--- src/rtl/score_sequencer.sv ---
// Score counter and two-digit display sequencer: counts points, saturates, and on game over
// alternates score/high score with a blink on a new record (the latter only with SCORE_HIGH_EN).
module score_sequencer #(
    parameter int unsigned MAX_SCORE    = 99,
    parameter int unsigned ALT_CYCLES   = 25_000_000,
    parameter int unsigned BLINK_CYCLES = 12_500_000
) (
    input  logic       i_Clk,
    input  logic       i_Reset,
    input  logic       i_Inc,
    input  logic       i_Clear,
    input  logic       i_Game_Over,
    output logic [6:0] o_Score,
    output logic       o_Blank,
    output logic [6:0] o_High_Score,
    output logic       o_New_High,
    output logic [1:0] o_State
);

    typedef enum logic [1:0] {
        StPlay      = 2'b00,
        StOverScore = 2'b01,
        StOverHigh  = 2'b10
    } state_t;

    localparam logic [6:0] MaxScore = 7'(MAX_SCORE);

    state_t     r_state, w_state_d;
    logic [6:0] r_score, w_score_d;
    logic [6:0] r_disp, w_disp_d;
    logic [6:0] w_score_inc;

`ifdef SCORE_HIGH_EN
    localparam int unsigned AltW   = (ALT_CYCLES > 1) ? $clog2(ALT_CYCLES) : 1;
    localparam int unsigned BlinkW = (BLINK_CYCLES > 1) ? $clog2(BLINK_CYCLES) : 1;
    localparam logic [AltW-1:0]   AltLast   = AltW'(ALT_CYCLES - 1);
    localparam logic [BlinkW-1:0] BlinkLast = BlinkW'(BLINK_CYCLES - 1);

    logic [6:0]        r_high, w_high_d;
    logic              r_new_high, w_new_high_d;
    logic              r_blank, w_blank_d;
    logic [AltW-1:0]   r_alt, w_alt_d;
    logic [BlinkW-1:0] r_blink, w_blink_d;
`endif

    assign w_score_inc = (r_score >= MaxScore) ? r_score : r_score + 7'd1;

    always_comb begin
        w_state_d = r_state;
        w_score_d = r_score;
`ifdef SCORE_HIGH_EN
        w_high_d     = r_high;
        w_new_high_d = r_new_high;
        w_blank_d    = r_blank;
        w_alt_d      = r_alt;
        w_blink_d    = r_blink;
`endif
        if (i_Clear) begin
            w_state_d = StPlay;
            w_score_d = '0;
`ifdef SCORE_HIGH_EN
            w_new_high_d = 1'b0;
            w_blank_d    = 1'b0;
            w_alt_d      = '0;
            w_blink_d    = '0;
`endif
        end else begin
            case (r_state)
                StPlay: begin
                    if (i_Inc) w_score_d = w_score_inc;
                    if (i_Game_Over) begin
                        w_state_d = StOverScore;
`ifdef SCORE_HIGH_EN
                        w_alt_d   = '0;
                        w_blink_d = '0;
                        w_blank_d = 1'b0;
                        // Compare against the score including a same-cycle point
                        if (w_score_d > r_high) begin
                            w_high_d     = w_score_d;
                            w_new_high_d = 1'b1;
                        end
`endif
                    end
                end
`ifdef SCORE_HIGH_EN
                StOverScore, StOverHigh: begin
                    if (r_alt == AltLast) begin
                        w_alt_d   = '0;
                        w_state_d = (r_state == StOverScore) ? StOverHigh : StOverScore;
                    end else begin
                        w_alt_d = r_alt + 1'b1;
                    end
                    if (r_new_high) begin
                        if (r_blink == BlinkLast) begin
                            w_blink_d = '0;
                            w_blank_d = ~r_blank;
                        end else begin
                            w_blink_d = r_blink + 1'b1;
                        end
                    end
                end
`else
                StOverScore: ;
`endif
                default: w_state_d = StPlay;
            endcase
        end
`ifdef SCORE_HIGH_EN
        w_disp_d = (w_state_d == StOverHigh) ? w_high_d : w_score_d;
`else
        w_disp_d = w_score_d;
`endif
    end

    always_ff @(posedge i_Clk) begin
        if (i_Reset) begin
            r_state <= StPlay;
            r_score <= '0;
            r_disp  <= '0;
`ifdef SCORE_HIGH_EN
            r_high     <= '0;
            r_new_high <= 1'b0;
            r_blank    <= 1'b0;
            r_alt      <= '0;
            r_blink    <= '0;
`endif
        end else begin
            r_state <= w_state_d;
            r_score <= w_score_d;
            r_disp  <= w_disp_d;
`ifdef SCORE_HIGH_EN
            r_high     <= w_high_d;
            r_new_high <= w_new_high_d;
            r_blank    <= w_blank_d;
            r_alt      <= w_alt_d;
            r_blink    <= w_blink_d;
`endif
        end
    end

    assign o_Score = r_disp;
    assign o_State = r_state;
`ifdef SCORE_HIGH_EN
    assign o_High_Score = r_high;
    assign o_New_High   = r_new_high;
    assign o_Blank      = r_blank;
`else
    assign o_High_Score = '0;
    assign o_New_High   = 1'b0;
    assign o_Blank      = 1'b0;
`endif

endmodule

--- config.mk ---
export PLATFORM = sky130hd
export DESIGN_NAME = score_sequencer
export DESIGN_NICKNAME = d
export VERILOG_FILES = /design/src/rtl/score_sequencer.sv
export SDC_FILE = /design/constraint.sdc
export NUM_CORES = 1
export LEC_CHECK = 0
export CORE_AREA = 2 2 39 41
export CTS_CLUSTER_DIAMETER = 120
export DETAILED_ROUTE_END_ITERATION = 16
export DIE_AREA = 0 0 41 43
export DONT_BUFFER_PORTS = 1
export PLACE_DENSITY = 0.56
export SYNTH_ARGS = -nofsm -noshare
export SYNTH_HDL_FRONTEND = slang
export SYNTH_SLANG_ARGS = --single-unit
export TNS_END_PERCENT = 50
--- constraint.sdc ---
create_clock -name i_Clk -period 1.94 [get_ports i_Clk]
set_input_delay 0.388 -clock i_Clk [delete_from_list [all_inputs] [get_ports i_Clk]]
set_output_delay 0.388 -clock i_Clk [all_outputs]
set_load 0.005 [all_outputs]
==> key figures <==
Power
  • Switching part of the total: between 20% and 30%
  • Internal power: 0.0002473 W
  • Combinational group share of total power: 7.7%
  • PD cells: 695.5 nW/um^2
  • Tot Pwr: ~0.00032 W
  • Seq pwr share: 52.9%
  • Leak Pwr: 0.1839 nW
  • Clock power frac: 39.4%
  • Worst vdd ir: about 360 uV
  • Switching power: between 0.00007 and 0.00008 W

Routing
  • # DRC: 0
  • First DRT Iteration DRCs: 7
  • Avg Vias per Cell: 4.652
  • Final ANT Viol Nets: 0
  • Post-Route WL: 733 um
  • DR vias: 321
  • Post-DR wirelength/cell: approximately 11 um
  • Drt pass-1 iters: 4

Timing
  • Setup violations, final: 0
  • RSZ-0062 raised after global routing: false
  • Final Cycle Share: 83.54%
  • Final Hold Violating Endpoints: 0
  • Fin crit period: between 1500 and 2000 ps
  • Max Clk Rate: 617.1 MHz
  • Skew final: 4.885 ps
  • Max Slew Vio Count: 0
  • Final TNS setup: 0 ps
  • Setup ws final: 319.4 ps
  • Worst Hold Slack: 257.1 ps

Placed design
  • Setup WS pre-CTS: 309.1 ps
  • GP Congestion: 0.7237
  • Post-DP HPWL: 558.1 um
  • Buffers on Ports: 0

Clock network
  • CTS resizes: 0
  • Root buf cell: clkbuf_4
  • Max clock buf depth: 2
  • Cts bufs inserted: 3
  • Worst-Skew Late Latency: 250 ps
  • Clock transition at path regs: 60 ps
  • Setup Fix Bufs, Post-CTS: 0
  • Max H-tree Level: 1
  • CTS tree: done
  • Num Clock Sinks: 8
  • Hold_buf cts: 0

Final layout
  • Finished Core Util: between 30% and 40%
  • Layout cells sized above 1: 18.87%
  • FILL cells: 151
  • Storage cell area: 160.2 um^2
  • Area occupied by multi-input gates: 261.5 um^2
  • Area growth, synth to finish: -0.5363%
  • Final nets: 61
  • Diode count: 0

Synth
  • Synthesis-stage register bit count: 8
  • Post-Synthesis Mean Instance Area: ~9.0 um^2
  • Mapped Area: 466.7 um^2
  • Register area share after synthesis: 34.32%
  • Synth Instances: 52
  • Post-Synth Adder-Cell Area: approximately 2.7%
  • Post-synthesis mux area share: 0%
  • Compound-cell area share of the yosys netlist: 5.898%
  • Cell variety after synth: 24
  • Post-Synth XOR/XNOR Area: 7.507%
  • Yosys warning total: 0
  • Largest family of logic cells by synthesized area: simple AND/OR/NAND/NOR gates
  • Top-area cell type share of the netlist area: 34.32%
  • Synth top area cells: dfxtp_1 (34%), buf_4 (16%), xor2_1 (7.5%)
  • Post-Synth Simple-Gate Area: 31.90%
  • Post-synth top area cell: dfxtp_1

Global routing
  • Number of global-route vias before repair: 267
  • Initial antenna violation count: 0
  • Global Route Usage Sum: 9.798%
  • First-pass GRT wire length: 1110 um
  • Largest net degree at the start of global routing: 9
  • GRT overflow: 0

Floorplanning
  • Top Ports: 23
  • Initial Util: roughly 34%
  • Die footprint: between 1500 and 2000 um^2
  • Total core area: between 1000 and 1500 um^2
  • Overall die height: between 40 and 50 um
  • Die Width: about 40 um
  • Row count: 14

Setup path
  • Crit. End Element: flop
  • Crit Reg-Reg Startpoint: o_Score[0]$_SDFFE_PP0P_
  • Worst EP arrival: 1760 ps
  • Worst Setup Start Kind: flop
  • R2R cell count: 5
  • CP required: roughly 2100 ps
  • Crit path max fanout: 5
  • R2r endpoint: o_Score[0]$_SDFFE_PP0P_
  • Crit path kind: reg2reg
  • CP endpoint: o_Score[0]$_SDFFE_PP0P_
  • R2R Setup Slk: roughly 320 ps
  • Setup crit start: o_Score[0]$_SDFFE_PP0P_

Hold path
  • HP Class: in2reg

Flow run
  • Max Cap Viol: 0

Run status
  • Status: completed
-- placed cells by master, fill, tap and decap left out, types with 2 or more instances in the layout --
master,n
and2_1,2
clkbuf_4,3
conb_1,10
dfxtp_1,8
nand2_1,2
nand4_1,2
nor2_1,7
xor2_1,4
-- synthesized netlist by cell type --
cell type and n:
xor2_1 4, nor3b_2 1, o21ai_0 1, nor2b_1 1, a21oi_2 1, and3_2 1
o21ai_1 1, dfxtp_1 8, nand3_1 1, nor2_1 7, or3b_2 1, nor3_1 1
buf_4 10, nand2_1 2, a41oi_1 1, nor3b_4 1, nand4b_1 1, and2_1 2
or4_4 1, ha_1 1, clkbuf_1 1, conb_1 1, or2_2 1, nand4_1 2
-- per-stage QoR --
stage / std cells / instance area (um^2)
floorplan: 61 / 500.5
global placement: 66 / 441.7
detailed placement: 66 / 441.7
CTS: 69 / 464.2
global route: 69 / 464.2
finish: 69 / 464.2
-- how the worst min path moves through the flow --
| stage | from | to | cells after the start |
|---|---|---|---|
| detailed placement | i_Game_Over | o_State[0]$_SDFFE_PP0P_ | 2 |
| finish | i_Game_Over | o_State[0]$_SDFFE_PP0P_ | 2 |
| floorplan | o_State[0]$_SDFFE_PP0P_ | o_State[0]$_SDFFE_PP0P_ | 2 |
| global route | i_Game_Over | o_State[0]$_SDFFE_PP0P_ | 2 |
| CTS | i_Game_Over | o_State[0]$_SDFFE_PP0P_ | 2 |
| global placement | o_State[0]$_SDFFE_PP0P_ | o_State[0]$_SDFFE_PP0P_ | 2 |
-- logic make-up after synthesis --
group | count (synthesis)
other cells | 1
flops | 8
xor+xnor | 4
buf+inv | 11
fa+ha+maj | 1
compound gates | 4
simple gates | 23
-- worst max-delay path: stages, from the launching register on --
cell     delay (ps)
dfxtp_1         340
ha_1            250
or4_4           430
nor3b_4         240
o21ai_0          90
nor3b_2         150
-- power groups by stage --
stage | sequential, W | clock [W] | combinational (W)
floorplan | 0.000174 | 0 | 0.0000368
global placement | 0.000174 | 0 | 0.0000244
detailed placement | 0.000174 | 0 | 0.0000249
CTS | 0.000171 | 0.000135 | 0.0000250
global route | 0.000171 | 0.000144 | 0.0000292
finish | 0.000171 | 0.000127 | 0.0000248
-- metal layers --
layer | share of wire, % | global-route usage [%] | wire length (um)
met5 | 0 | 0 | 0
met3 | 8.2 | 2.618 | 60
met2 | 43 | 10.94 | 312
met1 | 47 | 13.77 | 343
met4 | 2.2 | 10.00 | 16
-- registers in the layout, indices dropped and copies added (netlist names) --
register,flops
o_State,1
o_Score,7
-- final cells by class --
class	count	area share, %
flip-flops and latches	8	34.50
well taps	16	4.313
multi-input cells	42	56.33
clock buffers	3	4.852
Power figures use the tool's default switching activity.
